`config.mk`:
```
export PLATFORM = sky130hd
export DESIGN_NAME = encoder_capture_ctrl_flat
export DESIGN_NICKNAME = d
export VERILOG_FILES = /design/src/rtl/encoder_capture_ctrl_pkg.sv /design/src/rtl/encoder_capture_ctrl_if.sv /design/src/rtl/encoder_capture_ctrl_updown_counter.sv /design/src/rtl/encoder_capture_ctrl.sv /design/src/flat_wrapper.sv
export SDC_FILE = /design/constraint.sdc
export NUM_CORES = 1
export LEC_CHECK = 0
export CORE_UTILIZATION = 49
export CTS_BUF_LIST = sky130_fd_sc_hd__clkbuf_2 sky130_fd_sc_hd__clkbuf_4 sky130_fd_sc_hd__clkbuf_8
export CTS_CLUSTER_DIAMETER = 120
export CTS_CLUSTER_SIZE = 28
export DETAILED_ROUTE_END_ITERATION = 10
export PLACE_DENSITY = 0.7
export REMOVE_ABC_BUFFERS = 1
export SYNTH_ARGS = -nofsm -noshare
export SYNTH_HDL_FRONTEND = slang
export SYNTH_SLANG_ARGS = --single-unit
```
`constraint.sdc`:
```
create_clock -name CLOCK_50M -period 2.8 [get_ports CLOCK_50M]
set_input_delay 0.56 -clock CLOCK_50M [delete_from_list [all_inputs] [get_ports CLOCK_50M]]
set_output_delay 0.56 -clock CLOCK_50M [all_outputs]
set_load 0.03 [all_outputs]
```
`src/rtl/encoder_capture_ctrl_pkg.sv`:
```
// ----------------------------------------------------------------------------
// encoder_pkg
// Shared definitions for the encoder capture controller:
//   - state_e   : sequencer state encoding (also the value driven on oState)
//   - CNT_W_DEF : default width of the rotary/linear position counters
//   - REV_W_DEF : default width of the revolution counter
// ----------------------------------------------------------------------------
package encoder_pkg;

    typedef enum logic [1:0] {
        ST_IDLE   = 2'd0,
        ST_WAIT_Z = 2'd1,
        ST_RUN    = 2'd2,
        ST_FLUSH  = 2'd3
    } state_e;

    localparam int CNT_W_DEF = 16;
    localparam int REV_W_DEF = 8;

endpackage

```
`src/rtl/encoder_capture_ctrl_if.sv`:
```
// ----------------------------------------------------------------------------
// encoder_capture_ctrl_if
// Groups the command, grating-event and result-slot signals of the capture
// controller.
//   Commands   : iStart, iStop, iHome_en
//   Rotary     : iRESR_step, iRESR_dir, iRESR_index
//   Linear     : iRGS_step, iRGS_dir
//   Result     : oValid/iReady handshake, oPos_rot, oPos_lin, oRev, oLast
//   Status     : oOverrun, oState, oBusy
// Handshake: a snapshot is transferred on a rising clock edge where
// oValid=1 and iReady=1. While oValid=1 the payload (oPos_rot, oPos_lin,
// oRev, oLast) is held stable; oValid never drops without iReady.
// Modports: master = front end / host side, slave = capture controller.
// ----------------------------------------------------------------------------
interface encoder_capture_ctrl_if
    import encoder_pkg::*;
#(
    parameter int CNT_W = CNT_W_DEF,
    parameter int REV_W = REV_W_DEF
);
    logic             iStart;
    logic             iStop;
    logic             iHome_en;
    logic             iRESR_step;
    logic             iRESR_dir;
    logic             iRESR_index;
    logic             iRGS_step;
    logic             iRGS_dir;
    logic             iReady;
    logic             oValid;
    logic [CNT_W-1:0] oPos_rot;
    logic [CNT_W-1:0] oPos_lin;
    logic [REV_W-1:0] oRev;
    logic             oLast;
    logic             oOverrun;
    logic [1:0]       oState;
    logic             oBusy;

    modport master (
        output iStart, iStop, iHome_en,
        output iRESR_step, iRESR_dir, iRESR_index,
        output iRGS_step, iRGS_dir, iReady,
        input  oValid, oPos_rot, oPos_lin, oRev, oLast,
        input  oOverrun, oState, oBusy
    );

    modport slave (
        input  iStart, iStop, iHome_en,
        input  iRESR_step, iRESR_dir, iRESR_index,
        input  iRGS_step, iRGS_dir, iReady,
        output oValid, oPos_rot, oPos_lin, oRev, oLast,
        output oOverrun, oState, oBusy
    );
endinterface

```
`src/rtl/encoder_capture_ctrl_updown_counter.sv`:
```
// ----------------------------------------------------------------------------
// updown_counter
// Signed wrap-around up/down counter.
//   clk, rst_n : clock, asynchronous active-low reset (count -> 0)
//   clr        : synchronous clear, has priority over en
//   en         : count one step this cycle
//   up         : 1 = +1, 0 = -1
//   count      : current count (two's complement, wraps modulo 2^W)
// ----------------------------------------------------------------------------
module updown_counter #(
    parameter int W = 16
) (
    input  logic         clk,
    input  logic         rst_n,
    input  logic         clr,
    input  logic         en,
    input  logic         up,
    output logic [W-1:0] count
);
    logic [W-1:0] count_q;
    logic [W-1:0] count_d;

    always_comb begin
        count_d = count_q;
        if (clr) begin
            count_d = '0;
        end else if (en) begin
            count_d = up ? count_q + W'(1) : count_q - W'(1);
        end
    end

    always_ff @(posedge clk or negedge rst_n) begin
        if (!rst_n) count_q <= '0;
        else        count_q <= count_d;
    end

    assign count = count_q;
endmodule

```
`src/rtl/encoder_capture_ctrl.sv`:
```
// ----------------------------------------------------------------------------
// encoder_capture_ctrl
// Sequences position measurement on edge-detected rotary (A/B/Z) and linear
// (A/B) grating events and publishes coherent snapshots through a one-deep
// result slot.
//   CLOCK_50M : system clock (rising edge)
//   RST_n     : asynchronous active-low reset
//   bus       : encoder_capture_ctrl_if.slave (commands, grating events,
//               result slot handshake and status)
// Parameters: CNT_W/REV_W counter widths, SAMPLE_DIV rotary steps per
// periodic capture (1 .. 2^CNT_W-1).
// ----------------------------------------------------------------------------
module encoder_capture_ctrl
    import encoder_pkg::*;
#(
    parameter int CNT_W      = CNT_W_DEF,
    parameter int REV_W      = REV_W_DEF,
    parameter int SAMPLE_DIV = 4
) (
    input logic                  CLOCK_50M,
    input logic                  RST_n,
    encoder_capture_ctrl_if.slave bus
);
    localparam logic [CNT_W-1:0] DIV_LAST = CNT_W'(SAMPLE_DIV - 1);

    state_e           state_q, state_d;
    logic [CNT_W-1:0] div_q, div_d;
    logic             valid_q, valid_d;
    logic             last_q, last_d;
    logic             ovr_q, ovr_d;
    logic             pend_q, pend_d;
    logic [CNT_W-1:0] pos_rot_q, pos_rot_d;
    logic [CNT_W-1:0] pos_lin_q, pos_lin_d;
    logic [REV_W-1:0] rev_q, rev_d;

    logic             cnt_clr, start_cmd, stop_cap;
    logic             run, rot_en, lin_en, rev_en;
    logic             per_cap, slot_free, flush_load, load;
    logic [CNT_W-1:0] rot_cnt, lin_cnt;
    logic [REV_W-1:0] rev_cnt;
    logic [CNT_W-1:0] rot_post, lin_post;
    logic [REV_W-1:0] rev_post;

    assign run    = (state_q == ST_RUN);
    assign rot_en = run && bus.iRESR_step;
    assign lin_en = run && bus.iRGS_step;
    assign rev_en = run && bus.iRESR_index;

    updown_counter #(.W(CNT_W)) u_rot (
        .clk(CLOCK_50M), .rst_n(RST_n), .clr(cnt_clr),
        .en(rot_en), .up(bus.iRESR_dir), .count(rot_cnt));
    updown_counter #(.W(CNT_W)) u_lin (
        .clk(CLOCK_50M), .rst_n(RST_n), .clr(cnt_clr),
        .en(lin_en), .up(bus.iRGS_dir), .count(lin_cnt));
    updown_counter #(.W(REV_W)) u_rev (
        .clk(CLOCK_50M), .rst_n(RST_n), .clr(cnt_clr),
        .en(rev_en), .up(bus.iRESR_dir), .count(rev_cnt));

    // Snapshots carry the counts as they will be after this edge, so a step
    // arriving in the capture cycle is included.
    assign rot_post = !rot_en ? rot_cnt :
                      bus.iRESR_dir ? rot_cnt + CNT_W'(1) : rot_cnt - CNT_W'(1);
    assign lin_post = !lin_en ? lin_cnt :
                      bus.iRGS_dir ? lin_cnt + CNT_W'(1) : lin_cnt - CNT_W'(1);
    assign rev_post = !rev_en ? rev_cnt :
                      bus.iRESR_dir ? rev_cnt + REV_W'(1) : rev_cnt - REV_W'(1);

    // Sequencer
    always_comb begin
        state_d   = state_q;
        cnt_clr   = 1'b0;
        start_cmd = 1'b0;
        stop_cap  = 1'b0;
        case (state_q)
            ST_IDLE: begin
                if (bus.iStart) begin
                    start_cmd = 1'b1;
                    if (bus.iHome_en) begin
                        state_d = ST_WAIT_Z;
                    end else begin
                        state_d = ST_RUN;
                        cnt_clr = 1'b1;
                    end
                end
            end
            ST_WAIT_Z: begin
                if (bus.iRESR_index) begin
                    state_d = ST_RUN;
                    cnt_clr = 1'b1;
                end else if (bus.iStop) begin
                    state_d = ST_IDLE;
                end
            end
            ST_RUN: begin
                if (bus.iStop) begin
                    state_d  = ST_FLUSH;
                    stop_cap = 1'b1;
                end
            end
            ST_FLUSH: begin
                // The slot holds the final snapshot only once nothing is
                // pending and oLast is set; leave when it is taken.
                if (!pend_q && valid_q && last_q && bus.iReady) begin
                    state_d = ST_IDLE;
                end
            end
            default: state_d = ST_IDLE;
        endcase
    end

    // Divider and result slot
    assign per_cap    = rot_en && (div_q == DIV_LAST);
    assign slot_free  = !valid_q || bus.iReady;
    assign flush_load = (state_q == ST_FLUSH) && pend_q && slot_free;
    assign load       = (stop_cap || per_cap || flush_load) && slot_free;

    always_comb begin
        div_d     = div_q;
        valid_d   = valid_q;
        last_d    = last_q;
        ovr_d     = ovr_q;
        pend_d    = pend_q;
        pos_rot_d = pos_rot_q;
        pos_lin_d = pos_lin_q;
        rev_d     = rev_q;

        if (cnt_clr) begin
            div_d = '0;
        end else if (rot_en) begin
            div_d = per_cap ? '0 : div_q + CNT_W'(1);
        end

        if (valid_q && bus.iReady) valid_d = 1'b0;
        if (start_cmd) ovr_d = 1'b0;

        if (load) begin
            valid_d   = 1'b1;
            last_d    = stop_cap || flush_load;
            pos_rot_d = rot_post;
            pos_lin_d = lin_post;
            rev_d     = rev_post;
        end

        // A stop capture is never dropped; it waits in FLUSH for the slot.
        if (stop_cap && !slot_free) pend_d = 1'b1;
        if (flush_load)             pend_d = 1'b0;
        // A periodic capture that coincides with stop is superseded, not lost.
        if (per_cap && !stop_cap && !slot_free) ovr_d = 1'b1;
    end

    always_ff @(posedge CLOCK_50M or negedge RST_n) begin
        if (!RST_n) begin
            state_q   <= ST_IDLE;
            div_q     <= '0;
            valid_q   <= 1'b0;
            last_q    <= 1'b0;
            ovr_q     <= 1'b0;
            pend_q    <= 1'b0;
            pos_rot_q <= '0;
            pos_lin_q <= '0;
            rev_q     <= '0;
        end else begin
            state_q   <= state_d;
            div_q     <= div_d;
            valid_q   <= valid_d;
            last_q    <= last_d;
            ovr_q     <= ovr_d;
            pend_q    <= pend_d;
            pos_rot_q <= pos_rot_d;
            pos_lin_q <= pos_lin_d;
            rev_q     <= rev_d;
        end
    end

    assign bus.oValid   = valid_q;
    assign bus.oPos_rot = pos_rot_q;
    assign bus.oPos_lin = pos_lin_q;
    assign bus.oRev     = rev_q;
    assign bus.oLast    = last_q;
    assign bus.oOverrun = ovr_q;
    assign bus.oState   = state_q;
    assign bus.oBusy    = (state_q != ST_IDLE);
endmodule
```
`src/flat_wrapper.sv`:
```
// flat-port wrapper written by rule: the top's interface ports become plain ports
module encoder_capture_ctrl_flat import encoder_pkg::*;
#(
    parameter int CNT_W      = CNT_W_DEF,
    parameter int REV_W      = REV_W_DEF,
    parameter int SAMPLE_DIV = 4
)
  (CLOCK_50M, RST_n, bus_iStart, bus_iStop, bus_iHome_en, bus_iRESR_step, bus_iRESR_dir, bus_iRESR_index, bus_iRGS_step, bus_iRGS_dir, bus_iReady, bus_oValid, bus_oPos_rot, bus_oPos_lin, bus_oRev, bus_oLast, bus_oOverrun, bus_oState, bus_oBusy);
  encoder_capture_ctrl_if #(.CNT_W(CNT_W), .REV_W(REV_W)) bus_i ();
  input logic CLOCK_50M;
  input logic RST_n;
  input wire logic [$bits(bus_i.iStart)-1:0] bus_iStart;
  input wire logic [$bits(bus_i.iStop)-1:0] bus_iStop;
  input wire logic [$bits(bus_i.iHome_en)-1:0] bus_iHome_en;
  input wire logic [$bits(bus_i.iRESR_step)-1:0] bus_iRESR_step;
  input wire logic [$bits(bus_i.iRESR_dir)-1:0] bus_iRESR_dir;
  input wire logic [$bits(bus_i.iRESR_index)-1:0] bus_iRESR_index;
  input wire logic [$bits(bus_i.iRGS_step)-1:0] bus_iRGS_step;
  input wire logic [$bits(bus_i.iRGS_dir)-1:0] bus_iRGS_dir;
  input wire logic [$bits(bus_i.iReady)-1:0] bus_iReady;
  output wire logic [$bits(bus_i.oValid)-1:0] bus_oValid;
  output wire logic [$bits(bus_i.oPos_rot)-1:0] bus_oPos_rot;
  output wire logic [$bits(bus_i.oPos_lin)-1:0] bus_oPos_lin;
  output wire logic [$bits(bus_i.oRev)-1:0] bus_oRev;
  output wire logic [$bits(bus_i.oLast)-1:0] bus_oLast;
  output wire logic [$bits(bus_i.oOverrun)-1:0] bus_oOverrun;
  output wire logic [$bits(bus_i.oState)-1:0] bus_oState;
  output wire logic [$bits(bus_i.oBusy)-1:0] bus_oBusy;
  assign bus_i.iStart = bus_iStart;
  assign bus_i.iStop = bus_iStop;
  assign bus_i.iHome_en = bus_iHome_en;
  assign bus_i.iRESR_step = bus_iRESR_step;
  assign bus_i.iRESR_dir = bus_iRESR_dir;
  assign bus_i.iRESR_index = bus_iRESR_index;
  assign bus_i.iRGS_step = bus_iRGS_step;
  assign bus_i.iRGS_dir = bus_iRGS_dir;
  assign bus_i.iReady = bus_iReady;
  assign bus_oValid = bus_i.oValid;
  assign bus_oPos_rot = bus_i.oPos_rot;
  assign bus_oPos_lin = bus_i.oPos_lin;
  assign bus_oRev = bus_i.oRev;
  assign bus_oLast = bus_i.oLast;
  assign bus_oOverrun = bus_i.oOverrun;
  assign bus_oState = bus_i.oState;
  assign bus_oBusy = bus_i.oBusy;
  encoder_capture_ctrl #(.CNT_W(CNT_W), .REV_W(REV_W), .SAMPLE_DIV(SAMPLE_DIV)) u_core (.CLOCK_50M(CLOCK_50M), .RST_n(RST_n), .bus(bus_i));
endmodule
```
==> results of run 1 <==
## final cells by class
class | count | area [µm²] | area share
clock inverters | 3 | 42.5 | 0.00571
clock buffers | 12 | 165 | 0.0222
repair buffers | 137 | 1210 | 0.162
inverters | 13 | 48.8 | 0.00654
multi-input cells | 512 | 3260 | 0.437
well taps | 143 | 179 | 0.0240
flip-flops and latches | 102 | 2550 | 0.342
## state kept, by name, summed over array words and instances, names as in the netlist
name,flops
u_core.div_q,16
u_core.bus.oState,2
u_core.bus.oPos_rot,16
u_core.bus.oOverrun,1
u_core.pend_q,1
u_core.u_lin.count,16
u_core.bus.oValid,1
u_core.bus.oRev,8
u_core.u_rev.count,8
u_core.bus.oPos_lin,16
u_core.u_rot.count,16
u_core.bus.oLast,1
## routing by layer
metal  part of all wire  vias up
met5                  0        -
met3              0.035       19
met2               0.49      102
met4              0.014        0
li1                   -     2575
met1               0.46     2483
## repair_timing
action,CTS,global route
gates resized for setup,2,18
endpoints found under the setup margin,2,18
hold buffers,0,0
buffers inserted,3,0
pin swaps,2,5
## cells in the final DEF (no fill, tap or decap), drive strengths merged, types with 3 or more instances in the layout
| cell | instances |
|---|---|
| dfrtp | 102 |
| nand2 | 85 |
| buf | 82 |
| nor2 | 77 |
| o21ai | 69 |
| clkdlybuf4s50 | 55 |
| a21oi | 44 |
| ha | 35 |
| xnor2 | 17 |
| nand3 | 16 |
| xor2 | 14 |
| mux2i | 13 |
| inv | 13 |
| clkbuf | 12 |
| a21o | 11 |
| nor3 | 11 |
| and2 | 10 |
| and3 | 9 |
| a31oi | 9 |
| a211oi | 9 |
| nand4 | 8 |
| nor2b | 7 |
| o21a | 7 |
| nand2b | 6 |
| or3 | 5 |
| o211ai | 5 |
| o31ai | 5 |
| o22ai | 4 |
| o21bai | 4 |
| fa | 3 |
## cell families (layout without fill, tap and decap cells)
family                   after synthesis  after routing  share of synthesized area
AO/OA/AOI/OAI                        183            183                      0.192
XOR/XNOR                              31             31                     0.0463
adder cells (fa/ha/maj)               38             38                     0.0850
buffers and inverters                 35            165                     0.0243
flip-flops                           102            102                      0.436
multiplexers                          13             13                     0.0222
AND/OR/NAND/NOR                      247            247                      0.194
## stage by stage
step           TNS (ns)  power, W  cell area [µm²]
6_report              0   0.00783             7460
5_1_grt          -0.210   0.00841             7460
4_1_cts               0   0.00771             7360
3_5_place_dp     -11.24   0.00664             7130
3_3_place_gp      -8.42   0.00648             7130
2_1_floorplan     -3.51   0.00497             5760
## how the worst max path moves through the flow
| stage | start | to | slack (ns) | depth (start not counted) |
|---|---|---|---|---|
| 5_1_grt | bus_iRESR_dir | u_core.bus.oPos_rot[13] | -0.07 | 12 |
| 3_5_place_dp | bus_iRESR_dir | u_core.bus.oPos_rot[15] | -0.47 | 10 |
| 4_1_cts | bus_iRESR_dir | u_core.bus.oPos_rot[13] | 0.003 | 12 |
| 3_3_place_gp | bus_iRESR_dir | u_core.bus.oPos_rot[15] | -0.38 | 10 |
| 2_1_floorplan | u_core.bus.oState[1] | u_core.bus.oPos_rot[15] | -0.21 | 6 |
| 6_report | bus_iRESR_dir | u_core.bus.oPos_rot[12] | 0.06 | 10 |
## critical path, stage by stage
cell             delay [ns]
clkdlybuf4s50_1        0.50
inv_2                  0.10
ha_1                   0.34
nor2b_1                0.16
o31a_1                 0.26
o311a_1                0.36
o2111ai_2              0.30
nand2_1                0.15
xnor2_2                0.16
o21ai_0                0.17
## power by group through the flow
stage	clock network [W]	logic (W)	registers [W]
final	0.000993	0.00444	0.00240
after global placement	0	0.00408	0.00240
after global routing	0.00107	0.00487	0.00247
after detailed placement	0	0.00423	0.00241
after floorplan	0	0.00210	0.00287
after CTS	0.00103	0.00429	0.00239
==> results by group, run 1 <==
Critical path
  – R2R Path Start: u_core.u_rot.count[3]
  – CP Data Required Time: between 3 and 4 ns
  – Capturing point of the worst reg2reg path: u_core.bus.oPos_rot[13]
  – Worst reg2reg path depth: 9
  – Crit end category: flop
  – CP arrival: ~3.1 ns
  – Crit-path max FO: 8
  – Crit start category: primary input
  – R2r setup slk: ~0.44 ns
  – CP Class: in -> reg

Routing
  – DRC viols: 7
  – Drt pass-1 iters: 8
  – Via density per instance: roughly 5.6
  – Vias: roughly 5,200
  – Total wire length: about 14,000 µm
  – WL/cell: approximately 16 µm
  – DR iter-0 viols: roughly 310
  – Routed Antenna Nets: 0

CTS
  – Num CTS Buffers: 9
  – Max Root-Sink Buffers: 2
  – Clock transition at the registers of the reported paths: ~0.10 ns
  – CTS root buf: clkbuf_8
  – Clock Latency Late Sink: 0.39 ns
  – H-tree depth: 3
  – CTS tree: yes
  – Clock sinks: around 100

Synthesis
  – Most common library cells after synthesis: 102 x dfrtp_1, 85 x nand2_1, 77 x nor2_1
  – Post-synthesis sequential area ratio: 0.436
  – Mapped Area: 0.00586 mm²
  – Cell count after synthesis: roughly 650
  – Yosys warns: 0
  – Async SR Flop Fraction: 1.00
  – Top FF cell, synth: dfrtp_1
  – Top cells by area, synth: dfrtp_1 44%, ha_1 7.5%, nand2_1 5.4%, nor2_1 4.9%, a21oi_1 3.7%
  – Yosys cell types: 55
  – Synthesized flop and latch total: 102
  – Post-synth EDFFs: 0
  – Post-synth top area cell: dfrtp_1
  – Syn avg cell area: 9.03 µm²
  – Most common cell in the synthesized netlist: dfrtp_1
  – Synth top area share: 0.436

Outcome
  – Status: finished, violations left
  – Failing checks: DRC

Timing
  – PnR worst setup slack: approximately 0.057 ns
  – Tcrit/Tclk final: 0.980
  – Fmax achieved: between 300 and 400 MHz
  – Max-slew headroom: 0.573
  – Worst slew pin tran: around 0.64 ns
  – Final Hold Vio Count: 0
  – Final Max Tran Viols: 0
  – Skew final: 0.0132 ns
  – Unrepaired setup endpoints after global routing: true
  – Minimum clock period: 2.74 ns
  – Final setup fails: 0
  – Worst hold slack: 0.142 ns

Power and ir drop
  – Sw Ratio: 0.408
  – Power density cells: around 1000 mW/mm²
  – LEAKAGE: ~3.4 nW
  – Net Sw Power: between 0.003 and 0.004 W
  – Clock share of power: 0.127
  – Flop pwr share: 0.306
  – VDD IR max: ~0.69 mV
  – Power share of the combinational group: 0.567
  – Internal power: roughly 0.0046 W

Hold path
  – Hold Crit Class: in -> async

Die
  – I/O Pins: 57
  – Row count: 39
  – Initial Util: 0.509
  – Die width: 111 µm
  – Core area: roughly 0.012 mm²
  – Die ar.: roughly 0.012 mm²
  – Die Y: around 110 µm

Global route
  – Initial antenna violation count: 0
  – Global route hottest layer: met2
  – Pin count of the biggest net entering global routing: 47
  – GRT overflow: 0
  – Met1 GRT Util: 0.308
  – Global-route wire length before repair: roughly 24,000 µm
  – All-Layer GR Usage: 0.243
  – Vias in the first global route: around 5,300
  – Met2 GRT Util: 0.412
  – Met3 Use GR: 0.0582

Placement
  – Dpl ws: -0.473 ns
  – Placer congestion estimate: around 0.92
  – Hpwl dp: about 10,000 µm
  – IO buf count: 56
  – Placed cells: around 900

Layout
  – Nets: 824
  – Antenna cells: 0
  – Share of cells above drive strength 1: 0.154
  – Area delta synth->final: 27.3%
  – Layout Cells excl Fill: slightly above 900
  – Filler instances: just under 1,000
  – Final core occ: 0.647

Flow run
  – Max-cap violations: 0
Note: power is estimated with default switching activity, not from simulation.
==> inputs of run 2 (changes only) <==
- ABC_AREA: not set -> 1
- PLACE_DENSITY: 0.7 -> 0.69
==> run 2 against run 1 <==
The flow now finishes without violations; maximum frequency is 16% higher; area after synthesis rose by 12%; power up 2.9%; non-clock buffer count is 63 lower; global-route usage fell by 0.91 points; largest power group unchanged; core utilization down 5.5 points; sequential power down 2%; combinational power increased by 4%.
==> results by group, run 2 <==
CTS
  – Clock sinks: 102 (unchanged)
  – H-tree depth: 3 (unchanged)
  – Max Root-Sink Buffers: 2 (unchanged)
  – Num CTS Buffers: 9 (unchanged)
  – Clock Latency Late Sink: 0.39 ns (about the same)
  – Clock transition at the registers of the reported paths: 0.09 ns (was 0.10 ns)
  – CTS root buf: clkbuf_8 (unchanged)
  – Post-CTS sizing: 0 (was 2)
  – CTS tree: yes (unchanged)
  – Postcts setup bufs: 0 (was 3)
  – Hold buffer count at CTS: 0 (unchanged)

Global route
  – Pin count of the biggest net entering global routing: 50 (was 47)
  – Initial antenna violation count: 0 (unchanged)
  – Vias in the first global route: 5,784 (was 5,336)
  – All-Layer GR Usage: 0.234 (was 0.243)
  – Global-route wire length before repair: 26,300 µm (was 24,400 µm)
  – GRT overflow: 0 (unchanged)

Critical path
  – R2r setup slk: 0.88 ns (was 0.44 ns)
  – WP buf/inv: 3 (was 2)
  – CP Class: in -> reg (unchanged)
  – Biggest cell delay along the critical path: 0.43 ns (was 0.50 ns)
  – Crit path top cell by count: nand2_1
  – Crit end category: flop (unchanged)
  – Crit start category: primary input (unchanged)
  – Slowest-stage cell, CP: clkdlybuf4s50_1 (unchanged)
  – Crit-path leading delay family: buffers and inverters (was compound AO/OA/AOI/OAI gates)
  – CP arrival: 2.65 ns (was 3.05 ns)
  – Crit-path max FO: 14 (was 8)
  – CP Data Required Time: 3.08 ns (was 3.11 ns)
  – Crit path cell chain: clkdlybuf4s50_1 -> inv_1 -> ha_1 -> nand2_1 -> inv_1 -> nand2_1 -> nand3_1 -> or2_2 -> nand3_1 -> nand2_1 -> nand2_1 -> nand2_1 (was clkdlybuf4s50_1 -> inv_2 -> ha_1 -> nor2b_1 -> o31a_1 -> o311a_1 -> o2111ai_2 -> nand2_1 -> xnor2_2 -> o21ai_0)

Layout
  – Area delta synth->final: 16.2% (was 27.3%)
  – Final core occ: 0.592 (was 0.647)
  – Nets: 1,052 (was 824)
  – Most frequent cells in the layout: 315 x nand2_1, 128 x inv_1, 102 x dfrtp_1 (was 102 x dfrtp_1, 85 x nand2_1, 78 x buf_4)
  – Most common cell after layout, fill and taps aside: nand2_1 (was dfrtp_1)
  – Antenna cells: 0 (unchanged)
  – Design Area, Final: 0.00759 mm² (was 0.00746 mm²)
  – Filler instances: 1,241 (was 962)
  – Share of cells above drive strength 1: 0.0615 (was 0.154)

Synthesis
  – Post-synth EDFFs: 0 (unchanged)
  – Async SR Flop Fraction: 1.00 (unchanged)
  – Largest family of logic cells by synthesized area: simple AND/OR/NAND/NOR gates (unchanged)
  – Synth Area in Compound Gates: 0.0722 (was 0.192)
  – Most common library cells after synthesis: 315 x nand2_1, 128 x inv_1, 102 x dfrtp_1 (was 102 x dfrtp_1, 85 x nand2_1, 77 x nor2_1)
  – Top FF cell, synth: dfrtp_1 (unchanged)
  – Area share of fa/ha/maj cells after synthesis: 0.0762 (was 0.0850)
  – Most common cell in the synthesized netlist: nand2_1 (was dfrtp_1)
  – Yosys warns: 0 (unchanged)
  – Post-synth top area cell: dfrtp_1 (unchanged)
  – Post-synthesis sequential area ratio: 0.391 (was 0.436)
  – Yosys cell types: 35 (was 55)
  – Cell count after synthesis: 936 (was 649)
  – XOR/XNOR share of the synthesized area: 0.0241 (was 0.0463)
  – Synth top area share: 0.391 (was 0.436)
  – Post-synthesis simple-gate area fraction: 0.344 (was 0.194)
  – Mapped Area: 0.00654 mm² (was 0.00586 mm²)
  – Synthesized flop and latch total: 102 (unchanged)
  – Top cells by area, synth: dfrtp_1 39%, nand2_1 18%, inv_1 7.4%, ha_1 6.7%, nand3_1 6.7% (was dfrtp_1 44%, ha_1 7.5%, nand2_1 5.4%, nor2_1 4.9%, a21oi_1 3.7%)
  – Mux share of post-synthesis cell area: 0.00306 (was 0.0222)
  – Syn avg cell area: 6.98 µm² (was 9.03 µm²)

Placement
  – IO buf count: 56 (unchanged)
  – Hpwl dp: 11,000 µm (was 10,300 µm)
  – Placed Area: 0.00736 mm² (was 0.00713 mm²)
  – Placer congestion estimate: 0.903 (was 0.920)

Routing
  – Total wire length: 14,800 µm (was 14,400 µm)
  – Routed Antenna Nets: 0 (unchanged)
  – WL/cell: 12.5 µm (was 15.6 µm)
  – Drt pass-1 iters: 5 (was 8)
  – DR iter-0 viols: 331 (was 312)
  – Vias: 5,894 (was 5,179)
  – Via density per instance: 4.99 (was 5.62)
  – DRC viols: 0 (was 7)

Timing
  – Final Hold Vio Count: 0 (unchanged)
  – Tcrit/Tclk final: 0.848 (was 0.980)
  – Max-slew headroom: 0.591 (was 0.573)
  – Final Max Tran Viols: 0 (unchanged)
  – Skew final: 0.0141 ns (was 0.0132 ns)
  – Unrepaired setup endpoints after global routing: false (was true)
  – Final setup fails: 0 (unchanged)
  – Worst slew pin tran: 0.613 ns (was 0.639 ns)
  – Fmax achieved: 421 MHz (was 365 MHz)
  – Minimum clock period: 2.37 ns (was 2.74 ns)
  – Fin Setup TNS: 0 ns (unchanged)

Power and ir drop
  – LEAKAGE: 4.12 nW (was 3.42 nW)
  – VDD IR max: 0.495 mV (was 0.694 mV)
  – Power density cells: 1060 mW/mm² (was 1050 mW/mm²)
  – Total power: 0.00806 W (was 0.00783 W)

Die
  – Initial Util: 0.510 (was 0.509)
  – Core area: 0.0128 mm² (was 0.0115 mm²)
  – Die width: 117 µm (was 111 µm)
  – Die Y: 117 µm (was 111 µm)
  – I/O Pins: 57 (unchanged)
  – Die ar.: 0.0138 mm² (was 0.0124 mm²)
  – Row count: 41 (was 39)

Outcome
  – Status: finished, final reports clean (was finished, violations left)

Hold path
  – Hold Crit Class: in -> async (unchanged)

Flow run
  – Max-cap violations: 0 (unchanged)
-- run 2: changes by cell type in the layout (fill, tap and decap cells not counted), moves of 11 or more --
cell / delta
buf_4: -60
nand3_1: +71
or2_2: +20
xnor2_1: -11
nand2_1: +230
inv_1: +117
o21ai_1: -31
-- run 2: cell families after synthesis --
logic type	after synthesis
AND/OR/NAND/NOR	539
flip-flops	102
multiplexers	2
XOR/XNOR	18
AO/OA/AOI/OAI	88
adder cells (fa/ha/maj)	38
buffers and inverters	149
-- run 2: worst paths after layout --
kind,startpoint,to,depth (start not counted)
max,bus_iRGS_dir,u_core.bus.oPos_lin[6],12
min,RST_n,u_core.bus.oPos_lin[2],1
max reg2reg,u_core.div_q[0],u_core.div_q[10],10
min reg2reg,u_core.bus.oPos_rot[9],u_core.bus.oPos_rot[9],2
max in group asynchronous,RST_n,u_core.u_lin.count[10],2
min in group CLOCK_50M,u_core.bus.oPos_rot[9],u_core.bus.oPos_rot[9],2
-- run 2: through the flow --
| step | std cells | hold WS, ns | worst slack (ns) |
|---|---|---|---|
| after CTS | 1180 | 0.181 | 0.428 |
| after global routing | 1180 | 0.217 | 0.233 |
| after floorplan | 918 | 0.264 | 0.0646 |
| after detailed placement | 1164 | 0.466 | 0.0374 |
| final | 1180 | 0.172 | 0.427 |
| after global placement | 1164 | 0.458 | 0.0783 |
-- run 2: per-layer routing --
metal	share of wire	global-route usage
met5	0	0
met4	0.019	0.0865
met3	0.029	0.0392
met2	0.48	0.395
met1	0.48	0.302
-- run 2: area by class of cell --
class                           count  area [µm²]  area share
Clock buffer                       11         151      0.0199
Multi-Input combinational cell    685        3400       0.447
Timing Repair Buffer               74         706      0.0929
Clock inverter                      5        81.3      0.0107
Inverter                          131         492      0.0648
Sequential cell                   102        2550       0.336
Tap cell                          172         215      0.0283
-- run 2: power breakdown --
part | switching [W] | internal [W] | total (W)
Clock | 0.000526 | 0.000552 | 0.00108
Combinational | 0.00287 | 0.00174 | 0.00462
Sequential | 0.000347 | 0.00201 | 0.00236
Total | 0.00375 | 0.00431 | 0.00806
